<file path="config.mk">
export PLATFORM = sky130hd
export DESIGN_NAME = universal_reg
export DESIGN_NICKNAME = d
export VERILOG_FILES = /design/src/rtl/universal_reg.sv
export SDC_FILE = /design/constraint.sdc
export NUM_CORES = 1
export LEC_CHECK = 0
export BUFFER_PORTS_ARGS = -buffer_cell sky130_fd_sc_hd__buf_2
export CAP_MARGIN = 25
export CORE_MARGIN = 4
export CORE_UTILIZATION = 50
export CTS_CLUSTER_DIAMETER = 40
export DETAILED_ROUTE_END_ITERATION = 16
export MAX_ROUTING_LAYER = met4
export PLACE_DENSITY_LB_ADDON = 0.3
export SLEW_MARGIN = 10
export SYNTH_ARGS = -nofsm -noshare
export SYNTH_HDL_FRONTEND = slang
export SYNTH_SLANG_ARGS = --single-unit
</file>
<file path="constraint.sdc">
create_clock -name clk -period 2.4 [get_ports clk]
set_clock_uncertainty 0.2 [all_clocks]
set_input_delay 0.12 -clock clk [delete_from_list [all_inputs] [get_ports clk]]
set_output_delay 0.12 -clock clk [all_outputs]
set_load 0.01 [all_outputs]
</file>
<file path="src/rtl/universal_reg.sv">
`default_nettype none
// +----------------------------------------------------------------------------+
// | universal_reg: WIDTH-bit register with load/shift/rotate/inc/dec modes,    |
// | registered true/complement outputs, carry flag and combinational zero.     |
// | Revision 1.0                                                               |
// +----------------------------------------------------------------------------+
module universal_reg #(
  parameter int               WIDTH     = 16,
  parameter logic [WIDTH-1:0] RESET_VAL = '0,
  parameter bit               ARITH_SR  = 1'b0
) (
  input  logic             clk,
  input  logic             rst,
  input  logic             clr,
  input  logic             en,
  input  logic [2:0]       op,
  input  logic [WIDTH-1:0] d,
  input  logic             sin_l,
  input  logic             sin_r,
  output logic [WIDTH-1:0] q,
  output logic [WIDTH-1:0] q_b,
  output logic             co,
  output logic             zero
);

  localparam logic [2:0] OP_HOLD = 3'b000;
  localparam logic [2:0] OP_LOAD = 3'b001;
  localparam logic [2:0] OP_SHL  = 3'b010;
  localparam logic [2:0] OP_SHR  = 3'b011;
  localparam logic [2:0] OP_ROL  = 3'b100;
  localparam logic [2:0] OP_ROR  = 3'b101;
  localparam logic [2:0] OP_INC  = 3'b110;
  localparam logic [2:0] OP_DEC  = 3'b111;

  logic [WIDTH-1:0] data_q, data_d;
  logic [WIDTH-1:0] inv_q, inv_d;
  logic             co_q, co_d;
  logic             msb_in;

  always_comb begin
    data_d = data_q;
    co_d   = co_q;
    msb_in = ARITH_SR ? data_q[WIDTH-1] : sin_r;
    if (clr) begin
      data_d = '0;
      co_d   = 1'b0;
    end else if (en) begin
      unique case (op)
        OP_HOLD: begin
          data_d = data_q;
          co_d   = co_q;
        end
        OP_LOAD: begin
          data_d = d;
          co_d   = 1'b0;
        end
        OP_SHL: begin
          data_d = {data_q[WIDTH-2:0], sin_l};
          co_d   = data_q[WIDTH-1];
        end
        OP_SHR: begin
          data_d = {msb_in, data_q[WIDTH-1:1]};
          co_d   = data_q[0];
        end
        OP_ROL: begin
          data_d = {data_q[WIDTH-2:0], data_q[WIDTH-1]};
          co_d   = data_q[WIDTH-1];
        end
        OP_ROR: begin
          data_d = {data_q[0], data_q[WIDTH-1:1]};
          co_d   = data_q[0];
        end
        // The extra top bit of the widened sum/difference is the carry/borrow.
        OP_INC: {co_d, data_d} = {1'b0, data_q} + (WIDTH+1)'(1);
        OP_DEC: {co_d, data_d} = {1'b0, data_q} - (WIDTH+1)'(1);
      endcase
    end
  end

  // Complement kept as its own register so q_b has no inverter on its output path.
  assign inv_d = ~data_d;

  always_ff @(posedge clk or posedge rst) begin
    if (rst) begin
      data_q <= RESET_VAL;
      inv_q  <= ~RESET_VAL;
      co_q   <= 1'b0;
    end else begin
      data_q <= data_d;
      inv_q  <= inv_d;
      co_q   <= co_d;
    end
  end

  assign q    = data_q;
  assign q_b  = inv_q;
  assign co   = co_q;
  assign zero = (data_q == '0);

endmodule
`default_nettype wire

</file>
**Word level (Yosys, flattened, before mapping)**

Cells that the tools add are included.
Widths: inputs -> output; s select.

- Register bits after elaboration: 33
- Input bits: 25
- Output and inout bits: 34
- Word-level logic and storage cells: 26

- Add/sub/neg operators: 2
- Eq/ne operators: 8
- Muxes and demuxes: 6
- Bitwise logic cells: 1
- Reductions and logical operators: 6

Operator list:

| kind | count |
|---|---|
| $pmux 16 s8 | 1 |
| $mux 16 | 2 |
| $add 16x1->17 const B | 1 |
| $sub 16x1->17 const B | 1 |
| $logic_not 16->1 | 1 |
| $not 16->16 | 1 |
| $eq 3x3->1 const B | 4 |
| $eq 3x2->1 const B | 2 |
| $pmux 1 s5 | 1 |
| $reduce_or 2->1 | 2 |
| $eq 3x1->1 const B | 1 |
| $logic_not 3->1 | 1 |
| $mux 1 | 2 |
| $ne 2x2->1 const B | 1 |
| $reduce_and 2->1 | 1 |
| $reduce_bool 2->1 | 1 |

**Longest topological paths before layout**

Gate-level depths: netlist (run 1).

- Word-level depth: 5
- Mapped depth: 8
- Depth with buffers taken out: 7

**Worst setup path after synthesis (run 1)**

No wires, ideal clock.

- Kind: register to register
- Start point: register data_q[0] (netlist: q[0])
- End point: register inv_q[14] (netlist: q_b[14])
- Setup time: 0.094 ns
- Data arrival time: 2.182 ns
- Required time: 2.106 ns
- Path slack: -0.076 ns
- Cell stages (with the launch flop): 8
- Buffers on the path: 1
- Clock period less this slack: 2.476 ns
- Cell sequence: dfrtp_1 > clkbuf_1 > inv_1 > ha_1 > or3b_2 > nor4_1 > nor4_1 > or4_1

- Word-level cells in the longest chain between the ends: 5

Ends and longest elaborated chain:

| item | line | source |
|---|---|---|
| from (decl) | 35 | `logic [WIDTH-1:0] data_q, data_d;` |
| from (signal assigned) | 89 | `data_q <= data_d;` |
| $sub 16x1->17 / $add 16x1->17 (equally long branches) | 75, 74 |  |
| $pmux 16 s8 * | 48 | `unique case (op)` |
| $mux 16 * | 47 | `end else if (en) begin` |
| $mux 16 * | 44 | `if (clr) begin` |
| $not 16->16 * | 81 | `assign inv_d = ~data_d;` |
| via inv_d[14] | 36 | `logic [WIDTH-1:0] inv_q, inv_d;` |
| to (signal assigned) | 86 | `inv_q <= ~RESET_VAL;` |
| to (signal assigned) | 90 | `inv_q <= inv_d;` |
| to (decl) | 36 |  |

Mark *: on every way through the listed nets, which the timed path passes. The rest lies on a longest branch.
A chain may end at the register's enable or synchronous reset.

**Final worst setup path (run 1)**

- Start point: register data_q[0] (netlist: q[0])
- End point: register data_q[12] (netlist: q[12])

- Word-level cells in the longest chain between the ends: 4

Ends and longest elaborated chain:

| item | line |
|---|---|
| $sub 16x1->17 / $add 16x1->17 (equally long branches) | 75, 74 |
| $pmux 16 s8 * | 48 |
| $mux 16 * | 47 |
| $mux 16 * | 44 |
| via data_d[12] | 35 |

Marks and branches as above.

==> results.sh, run 1 <==
export IMPL_globalRouteTotalUtil_pct=29.3
export IMPL_ant_nets=0
export IMPL_num_rows=26
export IMPL_die_height_um=81.4
export IMPL_syn_cell_area_mm2=0.00270
export IMPL_die_area_mm2=0.00663
export IMPL_cp_arrival_ns=2.38
export IMPL_syn_to_final_growth_pct=27.3
export IMPL_drt_initial_drc_count=356
export IMPL_yosys_warnings=0
export IMPL_met3_usage_pct=3.84
export IMPL_status="complete, but fails checks"
export IMPL_reg2reg_from="q[0]"
export IMPL_path_cells="inv_1 -> ha_1 -> or3b_4 -> or3_1 -> xor2_1 -> nor2_1 -> o31a_1"
export IMPL_rsz0062_at_grt="yes"
export IMPL_crit_buf_inv=1
export IMPL_synth_top_area_share_pct=15.8
export IMPL_slew_headroom_pct=58.9
export IMPL_port_buffers=58
export IMPL_diodes=0
export IMPL_drc=0
export IMPL_clock_sinks=33
export IMPL_h_tree_depth=2
export IMPL_clockRootBuffer="clkbuf_8"
export IMPL_power_density_mw_per_mm2=521
export IMPL_synth_cell_types=69
export IMPL_vias=3061
export IMPL_crit_path_start_kind="flop"
export IMPL_synth_area_mux_share_pct=3.99
export IMPL_vias_per_cell=6.54
export IMPL_worstHoldEndpoint="q[1]"
export IMPL_grt_ovfl_total=0
export IMPL_setup_violations=1
export IMPL_pwr_share_comb_pct=32.9
export IMPL_reg2regPathDepth=7
export IMPL_routed_wl_um=9080
export IMPL_io_pins=59
export IMPL_cp_top_family="simple AND/OR/NAND/NOR gates"
export IMPL_clkTransAtPathRegs_ns=0.08
export IMPL_synthesis_nets=350
export IMPL_syn_area_per_cell_um2=8.34
export IMPL_hold_depth=2
export IMPL_min_path_type="input pin to flop"
export IMPL_synth_ff_type="dfrtp_1"
export IMPL_hpwl_um=6490
export IMPL_hold_start="en"
export IMPL_worst_ep_required_time_ns=2.37
export IMPL_grt_pass1_vias=2925
export IMPL_dp_cells=450
export IMPL_critPathCaptureType="flop"
export IMPL_p_sw_share_pct=32.9
export IMPL_yosys_area_top_type="dfrtp_1"
export IMPL_top_usage_layer="met2"
export IMPL_period_needed_ns=2.42
export IMPL_syn_inst=323
export IMPL_cts_tree="yes"
export IMPL_synth_edf_count=0
export IMPL_use_met2_pct=45.0
export IMPL_grt_met1_usage_pct=39.1
export IMPL_setup_slack_ns=-0.0155
export IMPL_setup_tns_final_ns=-0.0155
export IMPL_synth_xor_area_share_pct=2.60
export IMPL_cts_buffers=5
export IMPL_worstSkewPairLatency_ns=0.29
export IMPL_synthAdderAreaFrac_pct=1.30
export IMPL_synth_area_leaders="dfrtp_1 (16%), dfstp_2 (16%), nor2_1 (3.3%)"
export IMPL_ys_seq_elements=33
export IMPL_power_leakage_nw=1.44
export IMPL_ir_drop_v=0.000323
export IMPL_tightest_slew_ns=0.617
export IMPL_antenna_found_initial=0
export IMPL_max_stage_delay_ns=0.45
export IMPL_p_switching_mw=0.589
export IMPL_synth_most_common_cell="nor2_1"
export IMPL_rr_endpoint="q[12]"
export IMPL_synth_top_family_by_area="compound AO/OA/AOI/OAI gates"
export IMPL_drtPass1Iterations=5
export IMPL_path_class="flop to flop"
export IMPL_grt_pass1_wl_um=14500
export IMPL_clockBufferDepth=2
export IMPL_critPathSlowestCell="dfrtp_2"
export IMPL_ys_seq_area_share_pct=31.4
export IMPL_violations="negative setup slack"
export IMPL_cp_max_fo=7
export IMPL_hold_viol=0
export IMPL_reg2reg_slack_ns=-0.02
export IMPL_wl_per_cell_um=19.4
export IMPL_placeableCoreArea_mm2=0.00517
export IMPL_clkPwrFrac_pct=31.1
export IMPL_fp_dieW_um=81.4
export IMPL_final_nets=424
export IMPL_fin_cells=468
export IMPL_drv_cap=0
export IMPL_cp_depth=7
export IMPL_yosys_area_share_simple_pct=21.9
export IMPL_synthTopCellsByCount="nor2_1 (24), clkbuf_1 (23), a21oi_1 (17), dfrtp_1 (17)"
export IMPL_fmax_mhz=414
export IMPL_timing_final_crit_share_pct=101
export IMPL_drv_slew=0
export IMPL_async_reset_ff_share_pct=100
export IMPL_start_util_pct=52.1
export IMPL_internal_power_mw=1.20
export IMPL_place_congestion=0.926
export IMPL_synth_compound_area_share_pct=31.2
export IMPL_grt_max_degree=34
export IMPL_drive_gt1_share_pct=35.7
export IMPL_seqPwrFrac_pct=36.0
-- cells by family (layout without fill, tap and decap cells) --
group           after synthesis  in the layout
simple gates                106            106
compound gates              114            114
flops                        33             33
xor+xnor                      8              8
mux                          10             10
fa+ha+maj                     3              3
buf+inv                      49            124
-- power by group through the flow --
stage / logic (mW) / registers (mW) / clock network, mW
floorplan: 0.351 / 0.661 / 0
global placement: 0.544 / 0.650 / 0
detailed placement: 0.549 / 0.651 / 0
CTS: 0.559 / 0.642 / 0.566
global route: 0.642 / 0.648 / 0.591
finish: 0.588 / 0.644 / 0.556
-- cell type report --
class,instances,area [um2]
Clock buffer,7,86.3
Timing Repair Buffer,104,653
Fill cell,441,1740
Multi-Input combinational cell,241,1680
Clock inverter,1,30.0
Sequential cell,33,848
Inverter,12,45.0
Tap cell,70,87.6
-- cell usage in the layout (no fill, tap or decap), types with 5 or more instances in the layout --
cell / n
a21oi_1: 17
a311o_1: 5
a211oi_1: 7
nand4_1: 7
inv_1: 12
xor2_1: 5
buf_2: 58
nor3_1: 5
dlygate4sd3_1: 7
nor4_1: 7
nand3_1: 11
buf_4: 39
nand2_1: 15
mux2_2: 6
clkbuf_8: 6
dfstp_2: 16
a22oi_1: 7
nor2_1: 24
dfrtp_1: 15
o21ai_0: 16
or3_1: 5
a31oi_1: 6
-- state kept, by name, summed over array words and instances (netlist names) --
register / flops
q: 16
q_b: 16
co: 1
-- worst max-delay path by stage --
stage | slack (ns) | start | endpoint
2_1_floorplan | 0.003 | q[8] | q_b[15]
4_1_cts | 0.006 | q[1] | q[12]
6_report | -0.02 | q[0] | q[12]
5_1_grt | -0.06 | q[0] | q[12]
3_5_place_dp | 0.02 | q[1] | q[12]
3_3_place_gp | 0.11 | q[1] | q[12]
-- metal layers --
layer	wire [um]	up-vias
li1	-	1394
met1	3910	1465
met2	4270	176
met3	695	26
met4	205	0
met5	0	-
-- metrics by stage --
step	utilization [%]	total power [mW]	hold slack (ns)	setup WS (ns)	instance area, um2
global placement	61.8	1.19	0.0312	0.107	3200
global route	66.3	1.88	0.0340	-0.0601	3430
floorplan	-	1.01	0.0333	0.00348	2720
detailed placement	61.8	1.20	0.0288	0.0188	3200
CTS	65.4	1.77	0.0199	0.00552	3380
finish	66.3	1.79	0.0351	-0.0155	3430
-- what timing repair did --
| item | 4_1_cts | 5_1_grt |
|---|---|---|
| setup buffers | 0 | 3 |
| gates resized for setup | 0 | 5 |
| hold buffers | 7 | 0 |
| endpoints found under the setup margin | 0 | 7 |
| hold endpoints to repair | 25 | 0 |
(Power assumes the default switching activity.)
==> inputs of run 2 (changes only) <==
--- a/config.mk
+++ b/config.mk
@@ -8,11 +8,12 @@
 export BUFFER_PORTS_ARGS = -buffer_cell sky130_fd_sc_hd__buf_2
 export CAP_MARGIN = 25
 export CORE_MARGIN = 4
-export CORE_UTILIZATION = 50
+export CORE_UTILIZATION = 55
 export CTS_CLUSTER_DIAMETER = 40
 export DETAILED_ROUTE_END_ITERATION = 16
 export MAX_ROUTING_LAYER = met4
-export PLACE_DENSITY_LB_ADDON = 0.3
+export PLACE_DENSITY = 0.81
+export SKIP_LAST_GASP = 1
 export SLEW_MARGIN = 10
 export SYNTH_ARGS = -nofsm -noshare
 export SYNTH_HDL_FRONTEND = slang
==> constraint.sdc (replaced) <==
create_clock -name clk -period 2.9 [get_ports clk]
set_clock_uncertainty 0.2 [all_clocks]
set_input_delay 0.145 -clock clk [delete_from_list [all_inputs] [get_ports clk]]
set_output_delay 0.145 -clock clk [all_outputs]
set_load 0.01 [all_outputs]
==> results.sh, run 2 (synthesis results as in run 1) <==
export IMPL_status="completed"
export IMPL_critPathCaptureType="flop"
export IMPL_io_pins=59
export IMPL_cts_resized=0
export IMPL_timing_final_crit_share_pct=92.1
export IMPL_start_util_pct=57.1
export IMPL_clkTransAtPathRegs_ns=0.07
export IMPL_clockRootBuffer="clkbuf_8"
export IMPL_post_cts_buffers=0
export IMPL_power_leakage_nw=1.31
export IMPL_slew_headroom_pct=53.2
export IMPL_dp_cells=427
export IMPL_holdBufCountCts=4
export IMPL_ir_drop_v=0.000246
export IMPL_path_class="flop to flop"
export IMPL_syn_to_final_growth_pct=17.6
export IMPL_rsz0062_at_grt="no"
export IMPL_ant_nets=0
export IMPL_hold_viol=0
export IMPL_cp_arrival_ns=2.67
export IMPL_h_tree_depth=2
export IMPL_hpwl_um=5930
export IMPL_globalRouteTotalUtil_pct=29.2
export IMPL_cp_max_fo=10
export IMPL_cts_tree="yes"
export IMPL_layout_commonest_cell="buf_2"
export IMPL_placeableCoreArea_mm2=0.00472
export IMPL_num_rows=25
export IMPL_wl_per_cell_um=19.2
export IMPL_grt_ovfl_total=0
export IMPL_min_path_type="input pin to flop"
export IMPL_cts_buffers=5
export IMPL_grt_pass1_vias=2817
export IMPL_diodes=0
export IMPL_fmax_mhz=375
export IMPL_setup_tns_final_ns=0
export IMPL_vias_per_cell=6.68
export IMPL_setup_violations=0
export IMPL_fin_cells=439
export IMPL_drv_slew=0
export IMPL_drc=0
export IMPL_fp_dieW_um=78
export IMPL_drt_initial_drc_count=263
export IMPL_drive_gt1_share_pct=30.9
export IMPL_tightest_slew_ns=0.695
export IMPL_grt_pass1_wl_um=13800
export IMPL_clock_sinks=33
export IMPL_die_area_mm2=0.00608
export IMPL_period_needed_ns=2.67
export IMPL_drtPass1Iterations=5
export IMPL_routed_wl_um=8440
export IMPL_grt_max_degree=41
export IMPL_layout_common_cells="buf_2 (58), nor2_1 (24), a21oi_1 (17), dfrtp_1 (17)"
export IMPL_antenna_found_initial=0
export IMPL_worst_ep_required_time_ns=2.90
export IMPL_final_nets=398
export IMPL_worstSkewPairLatency_ns=0.29
export IMPL_vias=2934
export IMPL_power_density_mw_per_mm2=427
export IMPL_drv_cap=0
export IMPL_port_buffers=58
export IMPL_crit_path_start_kind="flop"
export IMPL_die_height_um=78
export IMPL_clockBufferDepth=2
export IMPL_holdWs_ns=0.00166
export IMPL_place_congestion=1.02
export IMPL_total_power_mw=1.35
## run 2: path summary, 6_finish.rpt
kind	start	to	slack, ns	cells past startpoint
worst max-delay path	q[1]	q_b[14]	0.23	6
worst min-delay path	d[13]	q_b[13]	0.002	4
worst max register to register	q[1]	q_b[14]	0.23	6
worst min register to register	co	co	0.39	2
max in group asynchronous	rst	q_b[0]	1.87	4
min in group asynchronous	rst	q[8]	0.30	4
## run 2: metrics by stage
step | util [%] | setup WS, ns | cell area [um2]
finish | 67.1 | 0.230 | 3170
detailed placement | 64.1 | 0.358 | 3030
floorplan | - | 0.424 | 2700
global placement | 64.1 | 0.466 | 3030
global route | 67.1 | 0.110 | 3170
CTS | 67.1 | 0.243 | 3170
## run 2: final cells by class
cell class,count,area [um2]
sequential,33,846
clock inverter,1,5.00
multi-input combinational,241,1640
inverter,12,45.0
tap,67,83.8
timing repair buffer,78,450
fill,413,1550
clock buffer,7,96.3
## run 2: critical path: stages, from the launching register on
cell	delay [ns]
dfrtp_1	0.50
inv_1	0.14
ha_1	0.19
or3b_2	0.50
nor4_1	0.43
nor4_1	0.14
or4_1	0.49
## run 2: power breakdown
part	internal [mW]	switching, mW	leakage [nW]
Sequential	0.504	0.0480	0.396
Clock	0.215	0.178	0.0542
Combinational	0.172	0.237	0.856
## run 2: routing by layer
layer | vias to the layer above | track usage, % | share of wire, %
met5 | - | - | 0
met1 | 1406 | 38.9 | 42
li1 | 1350 | - | -
met3 | 24 | 4.64 | 8.3
met2 | 154 | 44.6 | 47
met4 | 0 | 11.5 | 2.4
==> inputs of run 3 (changes only) <==
--- a/config.mk
+++ b/config.mk
@@ -5,14 +5,13 @@
 export SDC_FILE = /design/constraint.sdc
 export NUM_CORES = 1
 export LEC_CHECK = 0
-export BUFFER_PORTS_ARGS = -buffer_cell sky130_fd_sc_hd__buf_2
+export BUFFER_PORTS_ARGS = -buffer_cell sky130_fd_sc_hd__buf_4
 export CAP_MARGIN = 25
 export CORE_MARGIN = 4
-export CORE_UTILIZATION = 55
+export CORE_UTILIZATION = 30
 export CTS_CLUSTER_DIAMETER = 40
 export DETAILED_ROUTE_END_ITERATION = 16
 export MAX_ROUTING_LAYER = met4
-export PLACE_DENSITY = 0.81
 export SKIP_LAST_GASP = 1
 export SLEW_MARGIN = 10
 export SYNTH_ARGS = -nofsm -noshare
==> results.sh, run 3 (synthesis results as in run 1) <==
export IMPL_num_rows=34
export IMPL_path_class="flop to output pin"
export IMPL_dp_slack_ns=0.371
export IMPL_status="completed"
export IMPL_routed_wl_um=9140
export IMPL_syn_to_final_growth_pct=25.3
export IMPL_min_path_type="input pin to flop"
export IMPL_vias_per_cell=6.02
export IMPL_path_cells="or4_4 -> or3_4 -> nor4_1 -> buf_4"
export IMPL_worst_ep_required_time_ns=2.56
export IMPL_clockBufferDepth=2
export IMPL_crit_path_start_kind="flop"
export IMPL_timing_final_crit_share_pct=91.0
export IMPL_clockRootBuffer="clkbuf_8"
export IMPL_drt_initial_drc_count=236
export IMPL_max_stage_delay_ns=0.55
export IMPL_vias=2912
export IMPL_holdBufCountCts=5
export IMPL_drv_cap=0
export IMPL_hold_viol=0
export IMPL_post_cts_buffers=0
export IMPL_final_core_utilization_pct=38.7
export IMPL_period_needed_ns=2.64
export IMPL_hpwl_um=6560
export IMPL_grt_pass1_vias=2671
export IMPL_placeableCoreArea_mm2=0.00872
export IMPL_ant_nets=0
export IMPL_worstSkewPairLatency_ns=0.29
export IMPL_rsz0062_at_grt="no"
export IMPL_reg2reg_from="q[1]"
export IMPL_place_congestion=0.948
export IMPL_fmax_mhz=379
export IMPL_cts_resized=0
export IMPL_cts_buffers=5
export IMPL_layout_commonest_cell="buf_4"
export IMPL_drc=0
export IMPL_drtPass1Iterations=5
export IMPL_port_buffers=58
export IMPL_grt_pass1_wl_um=14200
export IMPL_setup_violations=0
export IMPL_power_leakage_nw=1.36
export IMPL_grt_max_degree=42
export IMPL_clkTransAtPathRegs_ns=0.07
export IMPL_slew_headroom_pct=49.3
export IMPL_critPathSlowestCell="or4_4"
export IMPL_critPathCaptureType="output pin"
export IMPL_globalRouteTotalUtil_pct=17.7
export IMPL_drv_slew=0
export IMPL_power_density_mw_per_mm2=400
export IMPL_antenna_found_initial=0
export IMPL_setup_slack_ns=0.261
export IMPL_h_tree_depth=2
export IMPL_crit_start="q[4]"
export IMPL_wl_per_cell_um=18.9
export IMPL_cp_arrival_ns=2.29
export IMPL_tightest_slew_ns=0.753
export IMPL_hold_start="clr"
export IMPL_clock_sinks=33
export IMPL_grt_ovfl_total=0
export IMPL_die_height_um=103
export IMPL_fp_dieW_um=103
export IMPL_ir_drop_v=0.000186
export IMPL_holdWs_ns=0.0218
export IMPL_drive_gt1_share_pct=30.6
export IMPL_total_power_mw=1.35
export IMPL_diodes=0
export IMPL_die_area_mm2=0.0106
export IMPL_cts_tree="yes"
export IMPL_cp_max_fo=8
export IMPL_start_util_pct=30.9
export IMPL_io_pins=59
export IMPL_layout_common_cells="buf_4 (77), nor2_1 (24), a21oi_1 (17), dfrtp_1 (17)"
export IMPL_final_nets=402
export IMPL_setup_tns_final_ns=0
-- run 3: stage by stage --
step	cell area (um2)	std cells
floorplan	2700	323
global placement	3250	471
detailed placement	3250	471
CTS	3380	484
global route	3380	484
finish	3380	484
-- run 3: worst paths after layout --
kind                       endpoint  slack [ns]  cells after the start
max in group asynchronous    q_b[3]        1.85                      4
min in group asynchronous      q[5]        0.31                      4
setup / recovery               zero        0.26                      4
setup reg to reg            q_b[14]        0.31                      6
hold reg to reg                  co        0.40                      2
hold / removal                 q[8]        0.02                      2
-- run 3: area by class of cell --
type	count	area, um2
clock buffer	8	80.1
fill	888	5340
inverter	12	45.0
multi-input combinational	241	1640
sequential	33	846
tap	108	135
timing repair buffer	82	628
-- run 3: routing by layer --
| metal | routed length [um] | vias up | GRT usage [%] |
|---|---|---|---|
| met5 | 0 | - | - |
| met4 | 171 | 0 | 5.38 |
| met3 | 624 | 19 | 2.77 |
| met2 | 4230 | 136 | 27.2 |
| met1 | 4110 | 1394 | 24.2 |
| li1 | - | 1363 | - |
-- run 3: where the power goes --
group          switching [mW]  internal (mW)
logic                   0.249          0.205
clock network           0.178          0.171
registers              0.0423          0.504
total                   0.469          0.880
-- run 3: worst max-delay path: cells and delay by family (launching register included) --
family	cells	cell delay, ns
buffers and inverters	1	0.21
DFF	1	0.48
and+or+nand+nor	3	1.31
